<file path="src/rtl/resp_diff_pkg.sv">
// Shared types and helpers for the response diff checker: run states, MISR defaults,
// slice folding and lowest-set-bit search (inputs zero-extended to MAX_W by callers).
package resp_diff_pkg;

  typedef enum logic [1:0] {IDLE, RUN, DONE} state_t;

  localparam logic [31:0] POLY_DEF = 32'h04C11DB7;
  localparam logic [31:0] SEED_DEF = 32'hFFFFFFFF;
  localparam int MAX_W   = 1024;
  localparam int MAX_SIG = 64;

  // XOR of consecutive sig_w-bit slices; bits beyond the real width are zero.
  function automatic logic [MAX_SIG-1:0] fold_slices(input logic [MAX_W-1:0] y,
                                                     input int sig_w);
    logic [MAX_SIG-1:0] f;
    f = '0;
    for (int i = 0; i < MAX_W; i++) begin
      f[i % sig_w] = f[i % sig_w] ^ y[i];
    end
    return f;
  endfunction

  function automatic logic [15:0] lowest_set_index(input logic [MAX_W-1:0] d);
    logic [15:0] idx;
    idx = '0;
    for (int i = MAX_W - 1; i >= 0; i--) begin
      if (d[i]) idx = 16'(i);
    end
    return idx;
  endfunction

endpackage

</file>
<file path="src/rtl/resp_diff_checker_misr.sv">
// Folds a wide response word into SIG_W bits and accumulates it in a MISR.
// One-cycle latency per enabled word; no backpressure, clr wins over en.
module resp_misr
  import resp_diff_pkg::*;
#(
  parameter int W = 481,
  parameter int SIG_W = 32,
  parameter logic [SIG_W-1:0] POLY = POLY_DEF,
  parameter logic [SIG_W-1:0] SEED = SEED_DEF
) (
  input  logic             clk,
  input  logic             rst_n,
  input  logic             clr,
  input  logic             en,
  input  logic [W-1:0]     y,
  output logic [SIG_W-1:0] sig
);

  logic [SIG_W-1:0] fold;
  logic [SIG_W-1:0] sig_next;

  always_comb begin
    fold     = SIG_W'(fold_slices(MAX_W'(y), SIG_W));
    sig_next = {sig[SIG_W-2:0], 1'b0} ^ (sig[SIG_W-1] ? POLY : '0) ^ fold;
  end

  always_ff @(posedge clk) begin
    if (!rst_n)   sig <= SEED;
    else if (clr) sig <= SEED;
    else if (en)  sig <= sig_next;
  end

endmodule

</file>
<file path="config.mk">
export PLATFORM = sky130hd
export DESIGN_NAME = resp_misr
export DESIGN_NICKNAME = d
export VERILOG_FILES = /design/src/rtl/resp_diff_pkg.sv /design/src/rtl/resp_diff_checker_misr.sv
export SDC_FILE = /design/constraint.sdc
export NUM_CORES = 1
export LEC_CHECK = 0
export CORE_AREA = 2 2 203 205
export CTS_CLUSTER_SIZE = 8
export DETAILED_ROUTE_END_ITERATION = 10
export DIE_AREA = 0 0 205 207
export PLACE_DENSITY = 0.49
export SETUP_SLACK_MARGIN = 0.02
export SLEW_MARGIN = 25
export SYNTH_ARGS = -nofsm -noshare
export SYNTH_HDL_FRONTEND = slang
export SYNTH_SLANG_ARGS = --single-unit
</file>
<file path="constraint.sdc">
create_clock -name clk -period 1.6 [get_ports clk]
set_input_delay 0.32 -clock clk [delete_from_list [all_inputs] [get_ports clk]]
set_output_delay 0.32 -clock clk [all_outputs]
set_load 0.02 [all_outputs]
</file>
==> results of run 1 <==
## stage by stage
step	setup TNS, ns	setup slack (ns)	power [W]	util [%]
floorplan	0	0.2162	0.004182	-
global route	-0.04887	-0.01847	0.008049	30.12
finish	0	0.03628	0.007476	30.13
CTS	-0.1190	-0.08636	0.007582	29.01
detailed placement	-7.795	-0.5017	0.006340	28.68
global placement	-7.460	-0.5322	0.006327	28.68
## metal layers
metal	part of all wire (%)	up-vias	track usage, %
li1	-	2911	-
met4	1.5	0	2.133
met5	0	-	0
met1	36	2430	11.42
met2	54	282	22.12
met3	8.7	14	2.989
## timing repair
action / in CTS / in global routing
cloned: 0 / 0
setup endpoints to repair: 44 / 16
pin swaps: 31 / 96
endpoints found under the hold margin: 0 / 0
gates resized for setup: 52 / 104
## power groups by stage
stage,Combinational (W),Clock (W),Sequential [W]
final,0.00531,0.00117,0.000994
after CTS,0.00531,0.00127,0.00100
after global placement,0.00531,0,0.00102
after detailed placement,0.00532,0,0.00102
after global routing,0.00576,0.00128,0.00101
after floorplan,0.00309,0,0.00109
## worst max-delay path, delay by kind of cell
family | cells | cell delay, ns
xor gates and xnor gates | 4 | 0.93
buffers and inverters | 1 | 0.41
AOI/OAI and AO/OA | 1 | 0.07
## cell type report
cell class / count / area (µm²)
Tap cell: 532 / 665.6
Clock buffer: 6 / 128.9
Fill cell: 4293 / 28210
Multi-Input combinational cell: 546 / 5180
Inverter: 1 / 3.754
Timing Repair Buffer: 541 / 5505
Antenna cell: 1 / 2.502
Sequential cell: 32 / 641.9
Clock inverter: 2 / 35.03
## worst max path at each step
stage                               from                   end  cells past startpoint
global placement                  y[196]   sig[4]$_SDFFE_PP1P_                      7
finish                            y[203]  sig[11]$_SDFFE_PP1P_                      6
global route                      y[228]   sig[4]$_SDFFE_PP1P_                      6
floorplan           sig[31]$_SDFFE_PP1P_  sig[10]$_SDFFE_PP1P_                      6
detailed placement                y[196]   sig[4]$_SDFFE_PP1P_                      7
CTS                               y[452]   sig[4]$_SDFFE_PP1P_                      7
## cells in the mapped netlist
master and count:
o211ai_1 18, xor2_1 64, xnor2_2 14, clkbuf_1 8, inv_2 1, o21ai_1 14, buf_1 1, buf_4 1
nand2_1 18, dfxtp_1 32, nor2b_1 1, xnor2_1 388, buf_6 1, xnor3_1 14, a21oi_1 14, nand2b_1 1
## kinds of logic (layout without fill, tap and decap cells)
group / Yosys count / count (layout) / share of synthesized area, %
and+or+nand+nor: 20 / 20 / 1.442
buffers and inverters: 12 / 550 / 1.014
other: 0 / 1 / 0
xor gates and xnor gates: 480 / 480 / 81.05
DFF: 32 / 32 / 11.53
AOI/OAI and AO/OA: 46 / 46 / 4.956
==> results.py, run 1 <==
metrics = {
    "setup_path": {
        "worstRegToRegCells": 6,
        "arrival_ns": 1.74,
        "endpoint_kind": "register",
        "cp_max_fo": 1,
        "path_class": "in -> reg",
        "reg2reg_setup_slack_ns": 0.17,
        "path_cells": "clkdlybuf4s50_1, xnor2_1, xnor2_1, xnor3_1, xnor2_1, o21ai_1",
        "cp_common_cell": "xnor2_1",
        "crit_required_ns": 1.78,
        "critPathLaunchType": "input port",
        "r2r_end": "sig[13]$_SDFFE_PP1P_",
        "worst_path_max_delay_cell": "clkdlybuf4s50_1",
        "rr_startpoint": "sig[12]$_SDFFE_PP1P_",
        "crit_path_max_incr_delay_ns": 0.41,
    },
    "placed_design": {
        "port_buffers": 516,
        "dp_cells": 1652,
        "dp_hpwl_um": 22330,
        "dpl-instance-area_um2": 11580,
        "gp_congestion": 0.7824,
    },
    "worst_hold_path": {
        "whs_path_depth": 2,
        "holdPathEnd": "sig[14]$_SDFFE_PP1P_",
        "hold_start": "sig[14]$_SDFFE_PP1P_",
        "hold_path.class": "reg -> reg",
    },
    "pwr": {
        "power.density_nw_per_um2": 614.7,
        "peakVddDrop_v": 0.0002814,
        "clockPowerShare_pct": 15.7,
        "p_comb_share_pct": 71.0,
        "power_frac_seq_pct": 13.3,
        "switching_share_pct": 33.53,
        "p_switching_w": 0.002507,
        "p_int_w": 0.004969,
        "p_leak_nw": 4.870,
    },
    "cells_and_area": {
        "postLayoutCellArea_um2": 12160,
        "drive_above_1_share_pct": 8.156,
        "regMostFlops": "sig",
        "layout_common_cells": "clkdlybuf4s50_1 (401), xnor2_1 (349), dlymetal6s2s_1 (66), xor2_1 (61), xnor2_2 (53)",
        "reg_top3": "sig x32",
        "final_nets": 1612,
        "area_growth_pct": 119.0,
        "final_common_cell": "clkdlybuf4s50_1",
        "largest_reg_flops": 32,
        "final_cells": 1661,
    },
    "sta": {
        "fin_hold_ws_ns": 0.5212,
        "period_share_pct": 97.73,
        "skew_ns": 0.005768,
        "finalHoldViolations": 0,
        "fmax_mhz": 639.5,
        "rsz0062_at_grt": "yes",
        "max_slew.worst_pin.slew_ns": 0.3382,
        "maxSlewViolCount": 0,
        "slew_headroom_pct": 77.43,
        "setup_violations": 0,
        "fin_crit_ns": 1.564,
    },
    "flow_run": {
        "maxCapViolCount": 0,
    },
    "outcome": {
        "outcome": "completed",
    },
    "cts": {
        "cts_setup_buffers": 0,
        "cts-buffers-inserted": 5,
        "cts_tree": "done",
        "path_clk_slew_ns": 0.06,
        "cts-htree-levels": 2,
        "insertion_delay_ns": 0.29,
        "cts-root-buf": "clkbuf_16",
        "clkSinkCount": 32,
        "cts_buffer_depth": 2,
        "cts_hold_buf": 0,
    },
    "die": {
        "pin_count": 517,
        "fp.dieH_um": 207,
        "core_area_um2": 40370,
        "die-area_um2": 42440,
        "initial_core_util_pct": 13.76,
        "fp-row-count": 74,
        "dieWidth_um": 205,
    },
    "synth": {
        "seq_area_frac_synth_pct": 11.53,
        "netlist_area_um2": 5554,
        "ys_ff_latch": 32,
        "syn_inst": 590,
        "yosys.area.top_type": "xnor2_1",
        "synth_top_area_share_pct": 61.18,
        "synth_area_per_cell_um2": 9.414,
        "synth_warnings": 0,
        "synthTopCellsByArea": "xnor2_1 (61%), dfxtp_1 (12%), xor2_1 (10%)",
        "syn_nets": 1075,
        "synthDistinctLibCells": 16,
    },
    "routing": {
        "ant_nets": 0,
        "drt_iter0_markers": 74,
        "wl_um": 24960,
        "drc": 0,
        "viasPerCell": 3.394,
        "drt_pre_antenna_iters": 4,
        "via_count": 5637,
        "wl_per_cell_um": 15.02,
    },
    "global_routing": {
        "grt_pass1_vias": 6138,
        "overflow": 0,
        "grt_max_degree": 35,
        "grt_pass1_wl_um": 35000,
        "antenna_found_initial": 0,
        "grt.total_usage_pct": 11.12,
    },
}
No activity file was read; power rests on OpenSTA's default activity.
==> inputs of run 2 (changes only) <==
Settings changed: CAP_MARGIN set to 15.
==> results of run 2 <==
Same layout as run 1: the final DEF is identical, and so are final timing and power.
==> inputs of run 3 (changes only) <==
Settings changed: SLEW_MARGIN 25 to unset.
==> results of run 3 <==
Same layout as run 1: the final DEF is identical, and so are final timing and power.
